==> config.mk <==
export PLATFORM = sky130hd
export DESIGN_NAME = msg_output_buffer
export DESIGN_NICKNAME = d
export VERILOG_FILES = /design/src/rtl/msg_pkg.sv /design/src/rtl/msg_sync_fifo.sv /design/src/rtl/msg_output_buffer.sv
export SDC_FILE = /design/constraint.sdc
export NUM_CORES = 2
export LEC_CHECK = 0
export ABC_CLOCK_PERIOD_IN_PS = 4650
export CORE_ASPECT_RATIO = 0.7
export CORE_MARGIN = 3
export CORE_UTILIZATION = 25
export CTS_CLUSTER_DIAMETER = 30
export DETAILED_ROUTE_END_ITERATION = 12
export HOLD_SLACK_MARGIN = 0.05
export PLACE_DENSITY = 0.41
export SLEW_MARGIN = 20
export SYNTH_ARGS = -nofsm -noshare
export SYNTH_HDL_FRONTEND = slang
export SYNTH_HIERARCHICAL = 1
export SYNTH_SLANG_ARGS = --single-unit
==> constraint.sdc <==
create_clock -name clk -period 4.65 [get_ports clk]
set_input_delay 1.395 -clock clk [delete_from_list [all_inputs] [get_ports clk]]
set_output_delay 1.395 -clock clk [all_outputs]
set_load 0.01 [all_outputs]
==> src/rtl/msg_pkg.sv <==
// Shared types and helpers for the message output buffer.
package msg_pkg;

    localparam int MSG_DATA_W    = 256;
    localparam int MSG_SIZE_W    = 6;
    localparam int MSG_MAX_BYTES = 32;

    // Largest size an entry may carry; larger requests are truncated to this.
    localparam logic [MSG_SIZE_W-1:0] MSG_MAX_SIZE = 6'd32;

    // One buffered message: truncation flag, clamped byte count, payload.
    typedef struct packed {
        logic                  err;
        logic [MSG_SIZE_W-1:0] size;
        logic [MSG_DATA_W-1:0] data;
    } msg_entry_t;

    // Byte-valid mask: bit i set iff byte i lies below size.
    function automatic logic [MSG_MAX_BYTES-1:0] size_to_mask(input logic [MSG_SIZE_W-1:0] size);
        logic [MSG_MAX_BYTES-1:0] m;
        for (int i = 0; i < MSG_MAX_BYTES; i++) begin
            m[i] = (i < int'(size));
        end
        return m;
    endfunction

endpackage

==> src/rtl/msg_sync_fifo.sv <==
// Generic show-ahead synchronous FIFO. rd_data always presents the head entry;
// storage is reset so that rd_data reads as zero straight out of reset.
module msg_sync_fifo #(
    parameter int DEPTH = 8,
    parameter int AW    = 3,
    parameter int W     = 8
) (
    input  logic          clk,
    input  logic          reset_n,
    input  logic          wr_en,
    input  logic [W-1:0]  wr_data,
    output logic          full,
    input  logic          rd_en,
    output logic [W-1:0]  rd_data,
    output logic          empty,
    output logic [AW:0]   count
);

    localparam logic [AW:0] FULL_CNT = DEPTH[AW:0];

    logic [W-1:0]  mem [DEPTH];
    logic [AW-1:0] wr_ptr;
    logic [AW-1:0] rd_ptr;
    logic          do_wr;
    logic          do_rd;

    // A write into a full FIFO is only legal when the head leaves in the same cycle.
    assign do_rd   = rd_en && !empty;
    assign do_wr   = wr_en && (!full || do_rd);
    assign full    = (count == FULL_CNT);
    assign empty   = (count == '0);
    assign rd_data = mem[rd_ptr];

    // Storage write; when full with a simultaneous pop the slot being vacated is reused.
    always_ff @(posedge clk or negedge reset_n) begin
        if (!reset_n) begin
            for (int i = 0; i < DEPTH; i++) begin
                mem[i] <= '0;
            end
        end else if (do_wr) begin
            mem[wr_ptr] <= wr_data;
        end
    end

    // Pointers wrap modulo DEPTH; count tracks occupancy 0..DEPTH.
    always_ff @(posedge clk or negedge reset_n) begin
        if (!reset_n) begin
            wr_ptr <= '0;
            rd_ptr <= '0;
            count  <= '0;
        end else begin
            if (do_wr) wr_ptr <= wr_ptr + 1'b1;
            if (do_rd) rd_ptr <= rd_ptr + 1'b1;
            case ({do_wr, do_rd})
                2'b10:   count <= count + 1'b1;
                2'b01:   count <= count - 1'b1;
                default: count <= count;
            endcase
        end
    end

endmodule

==> src/rtl/msg_output_buffer.sv <==
// Buffers extractor messages (no backpressure upstream) and re-issues them on a
// valid/ready stream with a byte mask, counting drops and truncations.
//
// Output handshake: an entry transfers on a rising clk edge where out_valid and
// out_ready are both 1. While out_valid=1 and out_ready=0 all out_* hold steady;
// out_valid never depends combinationally on out_ready or on any in_* input.
module msg_output_buffer
    import msg_pkg::*;
#(
    parameter int DEPTH  = 8,
    parameter int AW     = 3,
    parameter int DATA_W = 256,
    parameter int SIZE_W = 6,
    parameter int CNT_W  = 16
) (
    input  logic              clk,
    input  logic              reset_n,
    input  logic              in_valid,
    input  logic [DATA_W-1:0] in_data,
    input  logic [SIZE_W-1:0] in_size,
    output logic              out_valid,
    input  logic              out_ready,
    output logic [DATA_W-1:0] out_data,
    output logic [SIZE_W-1:0] out_size,
    output logic [31:0]       out_bytemask,
    output logic              out_error,
    output logic [AW:0]       fill_level,
    output logic              overflow,
    output logic [CNT_W-1:0]  drop_count,
    output logic [CNT_W-1:0]  err_count,
    input  logic              clear
);

    logic              push_req;
    logic              trunc;
    logic [SIZE_W-1:0] size_c;
    logic [31:0]       in_mask;
    logic [DATA_W-1:0] data_c;
    msg_entry_t        wr_entry;
    msg_entry_t        head;
    logic              full;
    logic              empty;
    logic              pop;
    logic              wr_en;
    logic              drop_evt;
    logic              err_evt;

    // Zero-size strobes carry nothing and are ignored outright.
    assign push_req = in_valid && (in_size != '0);
    assign trunc    = (in_size > MSG_MAX_SIZE);
    assign size_c   = trunc ? MSG_MAX_SIZE : in_size;
    assign in_mask  = size_to_mask(size_c);

    // Force bytes above the stored size to zero before they enter the FIFO.
    always_comb begin
        data_c = '0;
        for (int i = 0; i < MSG_MAX_BYTES; i++) begin
            data_c[8*i +: 8] = in_data[8*i +: 8] & {8{in_mask[i]}};
        end
    end

    assign wr_entry = '{err: trunc, size: size_c, data: data_c};

    assign out_valid = !empty;
    assign pop       = out_valid && out_ready;
    assign wr_en     = push_req && (!full || pop);
    assign drop_evt  = push_req && full && !pop;
    assign err_evt   = wr_en && trunc;

    msg_sync_fifo #(
        .DEPTH (DEPTH),
        .AW    (AW),
        .W     ($bits(msg_entry_t))
    ) u_fifo (
        .clk     (clk),
        .reset_n (reset_n),
        .wr_en   (wr_en),
        .wr_data (wr_entry),
        .full    (full),
        .rd_en   (pop),
        .rd_data (head),
        .empty   (empty),
        .count   (fill_level)
    );

    assign out_data     = head.data;
    assign out_size     = head.size;
    assign out_error    = head.err;
    assign out_bytemask = size_to_mask(head.size);

    // CSR flags: clear dominates; counters saturate at all-ones.
    always_ff @(posedge clk or negedge reset_n) begin
        if (!reset_n) begin
            overflow   <= 1'b0;
            drop_count <= '0;
            err_count  <= '0;
        end else if (clear) begin
            overflow   <= 1'b0;
            drop_count <= '0;
            err_count  <= '0;
        end else begin
            if (drop_evt) overflow <= 1'b1;
            if (drop_evt && (drop_count != '1)) drop_count <= drop_count + 1'b1;
            if (err_evt && (err_count != '1)) err_count <= err_count + 1'b1;
        end
    end

endmodule

==> metrics.txt <==
status complete, but fails checks; failing checks negative setup slack; DR iter-0 viols between 2000 and 3000; final setup violating endpoints between 100 and 150; critical path fanouts, max 86; Core ar. 0.391 mm²; ranking of synthesized cells by area dfrtp_1, mux2_2, mux4_2, mux2_1, nor2b_1; Post-CTS Hold Buffers 0; H-tree depth 6; worst clock skew around 60 ps; initial core utilization 0.251; Rows between 150 and 200; largest net degree at the start of global routing between 100 and 150; crit path max-delay cell type dfrtp_4; number of global-route vias before repair 66100; Hold WC Path Type input pin to asynchronous set/reset pin; WHS 305 ps; Ports 600; Pleak 60.9 nW; Syn Inst Count just over 6000; R2R depth 11; fin area about 0.14 mm²; CP Class flop to primary output; pre-CTS setup slack -131 ps; Startpoint Class flop; Max stage delay on crit path between 600 and 700 ps; Final Power 118 mW; EDFF count, synth 0; All-Layer GR Usage 0.163; Non-Filler Instances 13100; Tightest Pin Transition 1130 ps; fmax around 200 MHz; sequential element share of the synthesized area 0.546; FF-to-FF End u_fifo/mem[1278]; clk_lat worst skew a little under 1000 ps; Final min period between 4000 and 5000 ps; Setup WS post-layout -230 ps; critical path, cell by cell buf_16 -> mux2_2 -> clkdlybuf4s50_1; Die H about 530 µm; synthesized flop and latch total around 2100; full die area 0.401 mm²; CTS tree yes; share of the synthesized area in the top cell type 0.546; Area after DPL roughly 0.11 mm²; total number of vias around 60000; Hold Fails Final Rpt 0; Worst R2R Setup Slack approximately 800 ps; crit share post-route 1.05; post-synth cell types 54; total CTS buffers just over 500; Worst Path Buf+Inv 2; share of cells above drive strength 1 0.543; CP delay by family, top buffers and inverters; Routed WL between 300 and 400 mm; setup TNS -9290 ps; syn nets 6317; worst-case vdd ir drop between 0.4 and 0.5 mV; synthesized cell area 0.0984 mm²; CP endpoint kind primary output; 1st-pass router iterations 5; initial antenna violation count 26; Power per Cell Area 860 mW/mm²; vias per inst between 4 and 5; post-route ant nets 0; I/O Buffers about 600; RSZ-0062 raised after global routing true; DP Cell Count around 12000; nets just under 8000; Longest Clk Path Bufs 4; cell taking the most area after synthesis dfrtp_1; residual DRC count 0; routed wire length per instance 25.3 µm; Synth warnings 6; start of the worst register-to-register path u_fifo/count[0]; Util after Layout 0.351; Pins Over Slew Limit 0; Area growth syn-to-layout 39.7%; Num Clock Sinks approximately 2100; grt ovf 0; die width 756 µm; slew margin rel. 0.249; Async SR Flop Fraction 1.00; synthesized area per cell between 15 and 20 µm²; Primary FF master, synth dfrtp_1; Fillers roughly 37000; Clock Tree Root clkbuf_16; Max-Cap Viols 0; clk slew on worst S/H paths approximately 40 ps; Worst EP required about 3300 ps; DP Wirelength around 200 mm; GPL Wtd Cong ~0.73; global-route wire length before repair 483 mm; Crit path arrival time 3480 ps
-- synth_stat cells (all sizes together) (2+ instances only) --
cell type	number
dfrtp	2147
or4	3
xnor2	19
nor4b	3
o31ai	2
nand4	13
o2111ai	5
or2	5
or4b	3
nor2b	159
and2	117
and3	3
nand2	42
a31oi	6
nor2	40
nor4	12
ha	7
a21oi	32
nand3	16
nand2b	7
a21o	2
o211ai	6
and4	4
inv	19
or3	12
clkbuf	103
o21ai	30
buf	304
mux2	2374
nor3b	3
nor3	8
mux4	526
-- cell usage in the layout, fill, tap and decap left out, types with 69 or more instances in the layout --
master / instances
dfrtp_1: 2144
mux2_2: 1681
clkbuf_16: 533
mux4_2: 526
mux2_1: 524
clkdlybuf4s50_1: 300
buf_6: 269
buf_4: 255
buf_12: 221
mux2_4: 169
nor2b_1: 158
and2_1: 117
clkbuf_8: 88
clkinv_2: 79
bufinv_16: 78
clkbuf_1: 69
-- area by class of cell --
class,count,area [µm²],area share
Inverter,20,85.1,0.000619
Clock inverter,236,3710,0.0270
Timing Repair Buffer,1271,15500,0.113
Antenna cell,8,20.0,0.000146
Tap cell,5238,6550,0.0477
Sequential cell,2147,53700,0.391
Multi-Input combinational cell,3468,43100,0.314
Clock buffer,687,14700,0.107
-- power breakdown --
part	internal, mW	leakage, nW	total [mW]	switching, mW
Combinational	28.0	24.9	48.5	20.5
Clock	26.5	8.99	38.1	11.6
Sequential	27.3	26.9	31.5	4.15
Total	81.8	60.9	118	36.3
-- worst max-delay path by stage --
stage	from	to	slack [ps]	cells past startpoint
3_5_place_dp	u_fifo/rd_ptr[0]	out_bytemask[18]	-130	9
3_3_place_gp	out_ready	u_fifo/count[3]	-180	11
6_report	u_fifo/rd_ptr[2]	out_data[89]	-230	3
5_1_grt	u_fifo/rd_ptr[0]	out_bytemask[17]	-360	11
4_1_cts	u_fifo/rd_ptr[2]	out_data[148]	-460	3
2_1_floorplan	u_fifo/rd_ptr[0]	out_bytemask[1]	230	10
-- cell families (layout without fill, tap and decap cells) --
logic type                 after synthesis  after routing  share of synthesized area
DFF                                   2147           2147                      0.546
adders and majority gates                8              8                    0.00109
xor gates and xnor gates                20             20                    0.00178
AOI/OAI and AO/OA                       89             89                    0.00580
muxes                                 2901           2901                      0.392
other                                    0              8                          0
and+or+nand+nor                        450            450                     0.0266
buffers and inverters                  427           2214                     0.0262
-- state kept, by name (all words and copies together), names as in the netlist --
register       cells
drop_count        16
err_count         16
overflow           1
u_fifo/count       4
u_fifo/mem      2104
u_fifo/rd_ptr      3
u_fifo/wr_ptr      3
-- per-layer routing --
metal,part of all wire,routed length (µm),GRT usage
met1,0.48,157000,0.230
met2,0.46,153000,0.257
met3,0.039,13000,0.0292
met4,0.024,7790,0.0422
met5,0,0,0
-- repair_timing --
| action | in CTS | in global routing |
|---|---|---|
| gates resized for setup | 1446 | 462 |
| setup buffers | 221 | 116 |
| endpoints found under the hold margin | 0 | 0 |
| pin swaps | 15 | 17 |
| endpoints found under the setup margin | 294 | 269 |
| gates cloned | 44 | 3 |
Power figures use the tool's default switching activity.
